$ cat config.mk
export PLATFORM = sky130hd
export DESIGN_NAME = mmio_uart_tx_flat
export DESIGN_NICKNAME = d
export VERILOG_FILES = /design/src/rtl/uart_pkg.sv /design/src/rtl/mmio_uart_tx_if.sv /design/src/rtl/sync_fifo.sv /design/src/rtl/mmio_uart_tx.sv /design/src/flat_wrapper.sv
export SDC_FILE = /design/constraint.sdc
export NUM_CORES = 1
export LEC_CHECK = 0
export CORE_MARGIN = 5
export CORE_UTILIZATION = 23
export DETAILED_ROUTE_END_ITERATION = 8
export GPL_TIMING_DRIVEN = 1
export MAX_ROUTING_LAYER = met4
export SYNTH_ARGS = -nofsm -noshare
export SYNTH_HDL_FRONTEND = slang
export SYNTH_SLANG_ARGS = --single-unit
$ cat constraint.sdc
create_clock -name clk -period 2.5 [get_ports clk]
set_input_delay 0.375 -clock clk [delete_from_list [all_inputs] [get_ports clk]]
set_output_delay 0.375 -clock clk [all_outputs]
set_load 0.01 [all_outputs]
$ cat src/rtl/uart_pkg.sv
// Shared definitions for the memory-mapped UART transmitter:
// register offsets, STATUS bit positions and transmitter state encoding.
package uart_pkg;

    localparam logic [31:0] TXDATA_OFF = 32'h0000_0000;
    localparam logic [31:0] STATUS_OFF = 32'h0000_0004;

    localparam int ST_FULL    = 0;
    localparam int ST_EMPTY   = 1;
    localparam int ST_BUSY    = 2;
    localparam int ST_OVF     = 3;
    localparam int ST_CNT_LSB = 4;
    localparam int ST_CNT_W   = 4;

    typedef enum logic [1:0] {
        IDLE  = 2'd0,
        START = 2'd1,
        DATA  = 2'd2,
        STOP  = 2'd3
    } uart_state_e;

endpackage

$ cat src/rtl/mmio_uart_tx_if.sv
// Core data-memory bus as seen by the UART: store strobe, address, data
// and the combinational select/read-data return path.
interface mmio_uart_tx_if;
    logic        we;
    logic [31:0] addr;
    logic [31:0] wdata;
    logic        sel;
    logic [31:0] rdata;

    modport master (output we, addr, wdata, input sel, rdata);
    modport slave  (input we, addr, wdata, output sel, rdata);
endinterface

$ cat src/rtl/sync_fifo.sv
// Single-clock FIFO with synchronous reset; full/empty come from the
// registered count so a push while full is refused even if a pop coincides.
module sync_fifo #(
    parameter int WIDTH = 8,
    parameter int DEPTH = 4
) (
    input  logic                     clk,
    input  logic                     rst,
    input  logic                     push,
    input  logic [WIDTH-1:0]         din,
    input  logic                     pop,
    output logic [WIDTH-1:0]         dout,
    output logic                     full,
    output logic                     empty,
    output logic [$clog2(DEPTH):0]   count
);

    localparam int AW = $clog2(DEPTH);
    localparam int CW = AW + 1;

    logic [WIDTH-1:0] mem_q [DEPTH];
    logic [AW-1:0]    wptr_q, wptr_d;
    logic [AW-1:0]    rptr_q, rptr_d;
    logic [CW-1:0]    count_q, count_d;
    logic             push_ok, pop_ok;

    assign full    = (count_q == CW'(DEPTH));
    assign empty   = (count_q == '0);
    assign count   = count_q;
    assign dout    = mem_q[rptr_q];
    assign push_ok = push & ~full;
    assign pop_ok  = pop & ~empty;

    always_comb begin
        wptr_d  = wptr_q;
        rptr_d  = rptr_q;
        count_d = count_q;
        if (push_ok) wptr_d = wptr_q + 1'b1;
        if (pop_ok)  rptr_d = rptr_q + 1'b1;
        case ({push_ok, pop_ok})
            2'b10:   count_d = count_q + 1'b1;
            2'b01:   count_d = count_q - 1'b1;
            default: count_d = count_q;
        endcase
    end

    always_ff @(posedge clk) begin
        if (rst) begin
            wptr_q  <= '0;
            rptr_q  <= '0;
            count_q <= '0;
        end else begin
            wptr_q  <= wptr_d;
            rptr_q  <= rptr_d;
            count_q <= count_d;
        end
    end

    // Storage needs no reset: entries are only visible once counted.
    always_ff @(posedge clk) begin
        if (push_ok) mem_q[wptr_q] <= din;
    end

endmodule

$ cat src/rtl/mmio_uart_tx.sv
// Memory-mapped 8N1 UART transmitter: TXDATA/STATUS register window on the
// core data bus, byte FIFO, and the serialising FSM with its baud counter.
//
//   state | meaning
//   IDLE  | line high, waiting for a buffered byte
//   START | start bit (low) for CLKS_PER_BIT cycles
//   DATA  | eight data bits, LSB first
//   STOP  | stop bit (high); chains straight into START if more bytes wait
module mmio_uart_tx
    import uart_pkg::*;
#(
    parameter logic [31:0] BASE_ADDR    = 32'h0000_0100,
    parameter int          CLKS_PER_BIT = 16,
    parameter int          FIFO_DEPTH   = 4
) (
    input  logic            clk,
    input  logic            rst,
    mmio_uart_tx_if.slave   bus,
    output logic            tx,
    output logic            busy
);

    localparam int              BW        = $clog2(CLKS_PER_BIT);
    localparam logic [BW-1:0]   BAUD_LAST = BW'(CLKS_PER_BIT - 1);
    localparam int              CW        = $clog2(FIFO_DEPTH) + 1;
    localparam logic [29:0]     TX_WORD   = BASE_ADDR[31:2] + TXDATA_OFF[31:2];
    localparam logic [29:0]     ST_WORD   = BASE_ADDR[31:2] + STATUS_OFF[31:2];

    logic          hit_tx, hit_st, push, clr_ovf;
    logic          fifo_pop, fifo_full, fifo_empty;
    logic [7:0]    fifo_dout;
    logic [CW-1:0] fifo_count;
    logic [31:0]   status;
    logic          unused_bits;

    uart_state_e   state_q, state_d;
    logic [BW-1:0] baud_q, baud_d;
    logic [2:0]    bit_q, bit_d;
    logic [7:0]    shift_q, shift_d;
    logic          tx_q, tx_d;
    logic          busy_q, busy_d;
    logic          ovf_q, ovf_d;
    logic          baud_end;

    assign hit_tx      = (bus.addr[31:2] == TX_WORD);
    assign hit_st      = (bus.addr[31:2] == ST_WORD);
    assign bus.sel     = hit_tx | hit_st;
    assign push        = bus.we & hit_tx;
    assign clr_ovf     = bus.we & hit_st & bus.wdata[ST_OVF];
    assign unused_bits = ^{bus.addr[1:0], bus.wdata[31:8]};

    always_comb begin
        status                            = '0;
        status[ST_FULL]                   = fifo_full;
        status[ST_EMPTY]                  = fifo_empty;
        status[ST_BUSY]                   = busy_q;
        status[ST_OVF]                    = ovf_q;
        status[ST_CNT_LSB +: ST_CNT_W]    = ST_CNT_W'(fifo_count);
    end

    assign bus.rdata = hit_st ? status : 32'h0;

    sync_fifo #(
        .WIDTH (8),
        .DEPTH (FIFO_DEPTH)
    ) u_fifo (
        .clk   (clk),
        .rst   (rst),
        .push  (push),
        .din   (bus.wdata[7:0]),
        .pop   (fifo_pop),
        .dout  (fifo_dout),
        .full  (fifo_full),
        .empty (fifo_empty),
        .count (fifo_count)
    );

    assign baud_end = (baud_q == BAUD_LAST);

    always_comb begin
        state_d  = state_q;
        baud_d   = baud_q;
        bit_d    = bit_q;
        shift_d  = shift_q;
        tx_d     = tx_q;
        fifo_pop = 1'b0;
        case (state_q)
            IDLE: begin
                tx_d   = 1'b1;
                baud_d = '0;
                if (!fifo_empty) begin
                    fifo_pop = 1'b1;
                    shift_d  = fifo_dout;
                    state_d  = START;
                    tx_d     = 1'b0;
                end
            end
            START: begin
                if (baud_end) begin
                    baud_d  = '0;
                    bit_d   = 3'd0;
                    state_d = DATA;
                    tx_d    = shift_q[0];
                end else begin
                    baud_d = baud_q + 1'b1;
                end
            end
            DATA: begin
                if (baud_end) begin
                    baud_d = '0;
                    if (bit_q == 3'd7) begin
                        state_d = STOP;
                        tx_d    = 1'b1;
                    end else begin
                        bit_d   = bit_q + 1'b1;
                        shift_d = {1'b0, shift_q[7:1]};
                        tx_d    = shift_q[1];
                    end
                end else begin
                    baud_d = baud_q + 1'b1;
                end
            end
            STOP: begin
                if (baud_end) begin
                    baud_d = '0;
                    // Chain the next byte without an idle bit time.
                    if (!fifo_empty) begin
                        fifo_pop = 1'b1;
                        shift_d  = fifo_dout;
                        state_d  = START;
                        tx_d     = 1'b0;
                    end else begin
                        state_d = IDLE;
                        tx_d    = 1'b1;
                    end
                end else begin
                    baud_d = baud_q + 1'b1;
                end
            end
            default: begin
                state_d = IDLE;
                tx_d    = 1'b1;
            end
        endcase

        busy_d = (state_d != IDLE) || !fifo_empty;

        ovf_d = ovf_q;
        if (push && fifo_full) ovf_d = 1'b1;
        else if (clr_ovf)      ovf_d = 1'b0;
    end

    always_ff @(posedge clk) begin
        if (rst) begin
            state_q <= IDLE;
            baud_q  <= '0;
            bit_q   <= 3'd0;
            shift_q <= 8'h00;
            tx_q    <= 1'b1;
            busy_q  <= 1'b0;
            ovf_q   <= 1'b0;
        end else begin
            state_q <= state_d;
            baud_q  <= baud_d;
            bit_q   <= bit_d;
            shift_q <= shift_d;
            tx_q    <= tx_d;
            busy_q  <= busy_d;
            ovf_q   <= ovf_d;
        end
    end

    assign tx   = tx_q;
    assign busy = busy_q;

endmodule
$ cat src/flat_wrapper.sv
// flat-port wrapper written by rule: the top's interface ports become plain ports
module mmio_uart_tx_flat import uart_pkg::*;
#(
    parameter logic [31:0] BASE_ADDR    = 32'h0000_0100,
    parameter int          CLKS_PER_BIT = 16,
    parameter int          FIFO_DEPTH   = 4
)
  (clk, rst, tx, busy, bus_we, bus_addr, bus_wdata, bus_sel, bus_rdata);
  mmio_uart_tx_if bus_i ();
  input  logic clk;
  input  logic rst;
  output logic tx;
  output logic busy;
  input wire logic [$bits(bus_i.we)-1:0] bus_we;
  input wire logic [$bits(bus_i.addr)-1:0] bus_addr;
  input wire logic [$bits(bus_i.wdata)-1:0] bus_wdata;
  output wire logic [$bits(bus_i.sel)-1:0] bus_sel;
  output wire logic [$bits(bus_i.rdata)-1:0] bus_rdata;
  assign bus_i.we = bus_we;
  assign bus_i.addr = bus_addr;
  assign bus_i.wdata = bus_wdata;
  assign bus_sel = bus_i.sel;
  assign bus_rdata = bus_i.rdata;
  mmio_uart_tx #(.BASE_ADDR(BASE_ADDR), .CLKS_PER_BIT(CLKS_PER_BIT), .FIFO_DEPTH(FIFO_DEPTH)) u_core (.clk(clk), .rst(rst), .bus(bus_i), .tx(tx), .busy(busy));
endmodule
# ---- Word level (Yosys, flattened, before mapping)
# Memory sizes are Yosys's and may differ from the RTL's. A register that Yosys moved wholly into a read port is not among the register bits.
# Index checks and enable logic that the tools add are counted.
dict set report totals {
  reg_bits 27
  mem_bits_rw 32
  input_bits 67
  out_inout_bits 35
  elab_cells 88
  memories 1
}
# memory depth width read_ports rd_clocked_by_memory_dff wr line
set memory_table {}
lappend memory_table {u_core.u_fifo.mem_q 4 8 1 1 1 sync_fifo.sv:21} ;# logic [WIDTH-1:0] mem_q [DEPTH];
dict set report classes {
  n_addsub 6
  eq_ne 14
  muxes 35
  n_bitwise 8
  reduce_logical 14
}
# operator n
set op_table {}
lappend op_table {{equality test 30 x 7 -> 1 bit (second input constant)} 2}
lappend op_table {{2-to-1 mux 8 bit} 4}
lappend op_table {{case mux 8 bit (3 select lines)} 1}
lappend op_table {{2-to-1 mux 2 bit} 7}
lappend op_table {{2-to-1 mux 1 bit} 12}
lappend op_table {{case mux 3 bit (2 select lines)} 2}
lappend op_table {{2-to-1 mux 3 bit} 3}
lappend op_table {{case mux 2 bit (4 select lines)} 1}
lappend op_table {{case mux 4 bit (2 select lines)} 1}
lappend op_table {{AND reduction 4 bit} 2}
lappend op_table {{nonzero test 2 bit} 4}
lappend op_table {{2-to-1 mux 7 bit} 1}
lappend op_table {{adder 3 x 1 -> 3 bit (second input constant)} 2}
lappend op_table {{equality test 2 bit (second input constant)} 3}
lappend op_table {{equality test 3 bit (second input constant)} 2}
lappend op_table {{inequality test 2 x 1 -> 1 bit (second input constant)} 3}
lappend op_table {{AND 1 bit} 5}
lappend op_table {{adder 2 x 1 -> 2 bit (second input constant)} 2}
lappend op_table {{adder 4 x 1 -> 4 bit (second input constant)} 1}
lappend op_table {{equality test 2 x 1 -> 1 bit (second input constant)} 2}
lappend op_table {{equality test 4 bit (second input constant)} 1}
lappend op_table {{2-to-1 mux 4 bit} 1}
lappend op_table {{case mux 1 bit (4 select lines)} 1}
lappend op_table {{logical NOT 3 bit} 1}
lappend op_table {{12 further kinds} 13}

# ---- Depth between registers and ports, before layout
# Gate-level depths: netlist (run 1).
dict set report logic_depth {
  word_depth 7
  depth_mapped 10
  mapped_depth_nobuf 10
}

# ---- Hierarchy
# Synthesis (run 1) repeated with hierarchy kept, for this count alone.
dict set report unflattened {
  hier_cells 266
  hier_area_um2 3080.5
}
# mod instances cells_per_inst area_per_inst_um2 seq_area_each_um2
set modules_own_cells {}
lappend modules_own_cells {sync_fifo 1 96 1635.3 1141.1}
lappend modules_own_cells {mmio_uart_tx 1 170 1445.1 400.4}

# ---- Worst setup path before layout (run 1)
# Ideal clock, no wire load.
dict set report synth_timing {
  kind {reg-to-reg}
  startpoint {register u_core.state_q[0]}
  endpoint {register u_core.u_fifo.count_q[2] (netlist: u_core.u_fifo.count[2])}
  setup_time_ps 70
  t_arrival_ps 2307
  t_required_ps 2430
  setup_slack_ps 123
  stages_incl_launch_ff 10
  path_buffers 0
  synth_period_minus_slack_ps 2377
  path_cell_list {dfxtp_1 -> inv_1 -> ha_1 -> nor3_1 -> ha_1 -> inv_1 -> fa_1 -> xor2_1 -> or3_1 -> a21oi_1}
}
dict set report synth_via {
  elab_chain_cells 5
  elab_cells_between_ends 8
  classes_between {eq/ne (3); mux (2); bitwise (1); reduce/logical (2)}
}
# element line
set synth_rtl {}
lappend synth_rtl {{start, declared} mmio_uart_tx.sv:36} ;# uart_state_e state_q, state_d;
lappend synth_rtl {{start signal, assigned} mmio_uart_tx.sv:163} ;# state_q <= state_d;
lappend synth_rtl {{equality test 2 bit / logical NOT 2 bit (equally long branches)} mmio_uart_tx.sv:87} ;# case (state_q)
lappend synth_rtl {{case mux 1 bit (2 select lines) (*)} mmio_uart_tx.sv:87}
lappend synth_rtl {{AND 1 bit (*)} sync_fifo.sv:32} ;# assign pop_ok = pop & ~empty;
lappend synth_rtl {{named net u_core.u_fifo.pop_ok} sync_fifo.sv:25} ;# logic push_ok, pop_ok;
lappend synth_rtl {{equality test 2 x 1 -> 1 bit / equality test 2 bit (equally long branches)} sync_fifo.sv:40} ;# case ({push_ok, pop_ok})
lappend synth_rtl {{case mux 3 bit (2 select lines) / nonzero test 2 bit (equally long branches)} n/a}
lappend synth_rtl {{end signal, assigned} sync_fifo.sv:55} ;# count_q <= count_d;
lappend synth_rtl {{end, declared} sync_fifo.sv:24} ;# logic [CW-1:0] count_q, count_d;
# The timed path passes the listed nets; every way through them passes the cells marked *.
# A chain may end at the register's enable or synchronous reset.

# ---- Final worst setup path (run 1)
dict set report layout_timing {
  startpoint {input bus_addr[14]}
  endpoint {register u_core.u_fifo.count_q[2] (netlist: u_core.u_fifo.count[2])}
}
dict set report layout_via {
  elab_chain_cells 5
  elab_cells_between_ends 7
  classes_between {eq/ne (3); mux (1); bitwise (2); reduce/logical (1)}
}
# element line
set layout_rtl {}
lappend layout_rtl {{start, declared} flat_wrapper.sv:15} ;# input wire logic [$bits(bus_i.addr)-1:0] bus_addr;
lappend layout_rtl {{equality test 30 x 7 -> 1 bit (*)} mmio_uart_tx.sv:45} ;# assign hit_tx = (bus.addr[31:2] == TX_WORD);
lappend layout_rtl {{AND 1 bit (*)} mmio_uart_tx.sv:48} ;# assign push = bus.we & hit_tx;
lappend layout_rtl {{AND 1 bit (*)} sync_fifo.sv:31} ;# assign push_ok = push & ~full;
lappend layout_rtl {{equality test 2 x 1 -> 1 bit / equality test 2 bit (equally long branches)} sync_fifo.sv:40}
lappend layout_rtl {{case mux 3 bit (2 select lines) / nonzero test 2 bit (equally long branches)} n/a}
# Every way passes the cells marked *; elsewhere a longest branch is shown, timed or not.

==> reports/metrics.cfg, run 1 <==
[run_status]
outcome = completed

[cells_and_area]
area_growth_pct = 36.2
antenna_cells = 0
drive_gt1_share_pct = 23.0
stdcell_count = 537
design_area_um2 = 4450
final_nets = 433

[pwr]
clockPowerShare_pct = 49.9
p_seq_share_pct = 42.4
power_uw = 2520
p_leak_uw = 0.00180
switching_share_pct = 22.8
switchingPower_uw = 576
power_density_nw_per_um2 = 567
internal-power_uw = 1950
pwr-share-comb_pct = 7.7
ir_worst_vdd_uv = 452

[die]
io_pins = 102
start_util_pct = 23.5
core_um2 = 13900
die_area_um2 = 16700
die-height_um = 129
num_rows = 43
die_w_um = 129

[place]
finalWeightedCongestion = 0.783
dp_hpwl_um = 5030
io_buffers = 50
dpl-instance-area_um2 = 4030
place_inst = 518

[clocking]
htreeDepth = 3
clkLatencyLatePin_ns = 0.32
cts_buffers = 9
tritoncts = yes
clock_sink_count = 61
clk_pin_slew_ns = 0.06
cts_hold_buf = 0
clk_path_buf_depth = 2
root_buffer = clkbuf_16

[logic_synthesis]
yosys-top-cells-count = edfxtp_1, buf_4, dfxtp_1, nor2_1
synth_flop_cell = edfxtp_1
yosysTopAreaCell = edfxtp_1
ys_ff_latch = 61
synth_cell_types = 48
synth_area_per_cell_um2 = 11.9
synth_edf_count = 32
synthTopCellsByArea = edfxtp_1, dfxtp_1, buf_4
synth_cells = 275
synth_top_area_share_pct = 29.4
seq_area_frac_synth_pct = 47.2
async_flop_share_pct = 0
mappedNetlistArea_um2 = 3270
synth_most_common_cell = edfxtp_1
yosys_warnings = 0

[critical_path]
slowest_delay_ns = 0.44
cp.arrival_ns = 2.66
path_class = input pin to register
crit_fanout = 4
critical-path-slowest-cell = clkdlybuf4s50_1
crit_path_start_kind = input pin
critPathRequiredTime_ns = 2.75
crit_path_end_kind = register
cp_cell_sequence = clkdlybuf4s50_1 > nor4_4 > nand4_4 > buf_6 > nor4b_4 > inv_1 > ha_2 > inv_2 > fa_2 > xor2_1 > or3_1 > a21oi_1

[drt]
antenna_left = 0
wire_per_inst_um = 12.3
dr.pass1.iters = 4
via_per_inst = 4.21
drtIter0Drc = 83
drc = 0
vias = 2261
routed_wl_um = 6620

[timing]
finClkSkew_ns = 0.00617
setup-violations-final = 0
period_minus_slack_ns = 2.40
tightest_slew_ns = 0.555
hold_viol_final = 0
fmax_mhz = 416
tns_ns = 0
slew_viol_final = 0
whs_ns = 0.465
slew_headroom_pct = 62.9
finalCritPeriodShare_pct = 96.1

[grt]
antenna_found_initial = 0
grt_pass1_vias = 2230
grt_usage_pct = 7.94
overflow = 0
grt_max_degree = 16
grt_pass1_wl_um = 10400

[hold_path]
worstHoldPathType = register to register

[job]
maxCapViolCount = 0

==> cells in the final DEF, fill, tap and decap left out, types with 3 or more instances in the layout <==
cell type,instances
dlymetal6s2s_1,23
nand2_1,6
nor4_4,5
inv_6,4
xnor2_1,3
edfxtp_1,32
clkdlybuf4s50_1,18
dfxtp_1,27
nor3_1,4
and2_1,11
o21ai_0,8
ha_1,11
nor2_1,15
nand3_1,10
xor2_1,3
clkbuf_16,9
nand2b_1,4
a21oi_1,13
inv_1,9
a21o_1,9
mux2i_1,9
conb_1,25
mux4_2,8
nor4_1,6
nand4_1,3
dlygate4sd2_1,6
buf_4,31
==> final timing paths <==
kind | slack (ns) | cells after the start | startpoint | endpoint
max | 0.1 | 12 | bus_addr[14] | u_core.u_fifo.count[2]
min | 0.47 | 2 | u_core.shift_q[4] | u_core.shift_q[4]
max reg2reg | 0.15 | 9 | u_core.state_q[0] | u_core.u_fifo.count[2]
min reg2reg | 0.47 | 2 | u_core.shift_q[4] | u_core.shift_q[4]
==> state kept, by name (all words and copies together) (netlist names), named ones only <==
| name | count |
|---|---|
| u_core.u_fifo.count | 3 |
| u_core.shift_q | 8 |
| u_core.baud_q | 4 |
| u_core.u_fifo.rptr_q | 2 |
| u_core.state_q | 2 |
| u_core.u_fifo.mem_q | 32 |
| u_core.busy | 1 |
| u_core.u_fifo.wptr_q | 2 |
| u_core.bit_q | 3 |
| u_core.tx | 1 |
| u_core.ovf_q | 1 |
==> per-layer routing <==
metal | GRT usage (%) | vias up | part of all wire, %
li1 | - | 1117 | -
met1 | 9.26 | 1068 | 44
met2 | 13.6 | 71 | 50
met3 | 2.27 | 5 | 5.7
met4 | 1.85 | 0 | 0.65
met5 | - | - | 0
==> through the flow <==
step	utilization (%)	worst slack [ns]
floorplan	-	0.123
global placement	29.0	-0.308
detailed placement	29.0	-0.318
CTS	31.4	-0.0276
global route	32.0	-0.0435
finish	32.0	0.0975
==> area by class of cell <==
cell class / instances / area (µm²)
Clock buffer: 9 / 225
Tap cell: 180 / 225
Clock inverter: 7 / 81.3
Timing Repair Buffer: 82 / 793
Multi-Input combinational cell: 188 / 1540
Fill cell: 1404 / 9430
Sequential cell: 61 / 1540
Inverter: 10 / 37.5
==> worst max-delay path, delay by kind of cell <==
kind / cells / cell delay (ns)
and+or+nand+nor: 4 / 0.95
buffers and inverters: 4 / 0.74
adders and majority gates: 2 / 0.39
AOI/OAI and AO/OA: 1 / 0.12
xor gates and xnor gates: 1 / 0.07
==> power by group through the flow <==
stage               sequential, µW  clock, µW  combinational (µW)
floorplan                     1090          0                 111
finish                        1070       1260                 195
CTS                           1070       1290                 199
detailed placement            1090          0                 197
global placement              1090          0                 194
global route                  1070       1340                 212
==> what timing repair did <==
| item | 4_1_cts | 5_1_grt |
|---|---|---|
| gates cloned | 0 | 0 |
| endpoints found under the setup margin | 8 | 9 |
| pin swaps | 3 | 15 |
| buffers inserted | 1 | 3 |
| gates resized for setup | 12 | 36 |
==> cell families after synthesis <==
family	Yosys count	share of synthesized area (%)
AOI/OAI and AO/OA	43	8.74
xor gates and xnor gates	6	1.61
adders and majority gates	14	5.59
buffers and inverters	50	9.35
DFF	61	47.2
muxes	18	8.62
other	1	0.115
and+or+nand+nor	82	18.8
Power figures use the tool's default switching activity.
==> inputs of run 2 (changes only) <==
--- a/config.mk
+++ b/config.mk
@@ -10,6 +10,7 @@
 export DETAILED_ROUTE_END_ITERATION = 8
 export GPL_TIMING_DRIVEN = 1
 export MAX_ROUTING_LAYER = met4
+export SKIP_CTS_REPAIR_TIMING = 1
 export SYNTH_ARGS = -nofsm -noshare
 export SYNTH_HDL_FRONTEND = slang
 export SYNTH_SLANG_ARGS = --single-unit
==> reports/metrics.cfg, run 2 (synthesis results as in run 1) <==
[run_status]
outcome = completed  ; unchanged

[job]
maxCapViolCount = 0  ; unchanged

[place]
io_buffers = 50  ; unchanged
place_inst = 518  ; unchanged
pre_cts_ws_ns = -0.318  ; unchanged
dp_hpwl_um = 5030  ; unchanged
finalWeightedCongestion = 0.783  ; unchanged

[die]
die_w_um = 129  ; unchanged
core_um2 = 13900  ; unchanged
io_pins = 102  ; unchanged
die-height_um = 129  ; unchanged
start_util_pct = 23.5  ; unchanged
num_rows = 43  ; unchanged
die_area_um2 = 16700  ; unchanged

[pwr]
p_leak_uw = 0.00194  ; was 0.00180 µW
switching_share_pct = 22.9  ; was 22.8%
internal-power_uw = 1950  ; about the same
clockPowerShare_pct = 49.9  ; about the same
pwr-share-comb_pct = 7.7  ; about the same
switchingPower_uw = 577  ; was 576 µW
ir_worst_vdd_uv = 453  ; was 452 µV
power_density_nw_per_um2 = 560  ; was 567 nW/µm²
power_uw = 2520  ; about the same
p_seq_share_pct = 42.3  ; was 42.4%

[timing]
worst_slack_ns = 0.102  ; was 0.0975 ns
whs_ns = 0.466  ; was 0.465 ns
slew_viol_final = 0  ; unchanged
tns_ns = 0  ; unchanged
fmax_mhz = 417  ; was 416 MHz
finClkSkew_ns = 0.00640  ; was 0.00617 ns
setup-violations-final = 0  ; unchanged
finalCritPeriodShare_pct = 95.9  ; was 96.1%
tightest_slew_ns = 0.555  ; about the same
slew_headroom_pct = 62.9  ; about the same
hold_viol_final = 0  ; unchanged
period_minus_slack_ns = 2.40  ; about the same

[clocking]
htreeDepth = 3  ; unchanged
cts_buffers = 9  ; unchanged
root_buffer = clkbuf_16  ; unchanged
clock_sink_count = 61  ; unchanged
clk_path_buf_depth = 2  ; unchanged
tritoncts = yes  ; unchanged
clk_pin_slew_ns = 0.06  ; about the same
clkLatencyLatePin_ns = 0.33  ; was 0.32 ns

[drt]
drtIter0Drc = 67  ; was 83
antenna_left = 0  ; unchanged
dr.pass1.iters = 4  ; unchanged
routed_wl_um = 6630  ; was 6620 µm
wire_per_inst_um = 12.3  ; about the same
drc = 0  ; unchanged
vias = 2284  ; was 2261
via_per_inst = 4.23  ; was 4.21

[grt]
antenna_found_initial = 0  ; unchanged
grt_pass1_wl_um = 10400  ; about the same
grt_pass1_vias = 2227  ; was 2230
grt_max_degree = 16  ; unchanged
grt_usage_pct = 7.92  ; was 7.94%
overflow = 0  ; unchanged

[critical_path]
critPathRequiredTime_ns = 2.76  ; was 2.75 ns
crit_path_start_kind = input pin  ; unchanged
crit_fanout = 3  ; was 4
cp.arrival_ns = 2.65  ; was 2.66 ns
crit_path_end_kind = register  ; unchanged
path_class = input pin to register  ; unchanged
r2r_cells = 9  ; unchanged

[hold_path]
worstHoldPathType = register to register  ; unchanged
holdPathStages = 2  ; unchanged

[cells_and_area]
largest_register_ffs = 32  ; unchanged
drive_gt1_share_pct = 23.6  ; was 23.0%
antenna_cells = 0  ; unchanged
area_growth_pct = 38.1  ; was 36.2%
stdcell_count = 540  ; was 537
final_nets = 436  ; was 433
mostFrequentLayoutCells = dlymetal6s2s_1, buf_4, edfxtp_1, dfxtp_1, conb_1  ; was edfxtp_1, buf_4, dfxtp_1, conb_1, dlymetal6s2s_1
largest-register = u_core.u_fifo.mem_q  ; unchanged
top_regs = u_core.u_fifo.mem_q: 32 flops, u_core.shift_q: 8 flops, u_core.baud_q: 4 flops  ; unchanged

-- run 2: critical path, stage by stage --
cell	delay, ns
clkdlybuf4s50_1	0.44
nor4_4	0.19
nand4_4	0.16
buf_6	0.16
nor4b_4	0.23
inv_1	0.08
ha_2	0.20
inv_2	0.06
fa_2	0.20
xor2_1	0.07
or3_1	0.36
a21oi_1	0.12
-- run 2: path summary, 6_finish.rpt --
| kind | start | to | slack [ns] |
|---|---|---|---|
| worst max-delay path | bus_addr[23] | u_core.u_fifo.count[2] | 0.10 |
| worst max register to register | u_core.state_q[1] | u_core.u_fifo.count[2] | 0.14 |
| worst min register to register | u_core.shift_q[4] | u_core.shift_q[4] | 0.47 |
| worst min-delay path | u_core.shift_q[4] | u_core.shift_q[4] | 0.47 |
-- run 2: routing by layer --
layer / vias to the layer above / track usage (%) / routed length (µm)
met5: - / - / 0
met4: 0 / 1.85 / 43
met3: 5 / 2.27 / 396
met2: 74 / 13.5 / 3310
met1: 1082 / 9.24 / 2880
li1: 1123 / - / -
-- run 2: power groups by stage --
stage	logic, µW	registers (µW)	clock network [µW]
6_report	195	1070	1260
5_1_grt	212	1070	1340
4_1_cts	197	1070	1290
3_5_place_dp	197	1090	0
3_3_place_gp	194	1090	0
2_1_floorplan	111	1090	0
-- run 2: stage by stage --
step                      util, %  area [µm²]
after CTS                    31.3        4340
after global placement       29.0        4030
after detailed placement     29.0        4030
after floorplan                 -        3360
after global routing         32.5        4510
final                        32.5        4510
-- run 2: area by class of cell --
type	instances	area, µm²
fill	1410	9370
sequential	61	1540
multi-input combinational	188	1540
timing repair buffer	85	855
clock buffer	9	225
tap	180	225
clock inverter	7	81.3
inverter	10	37.5
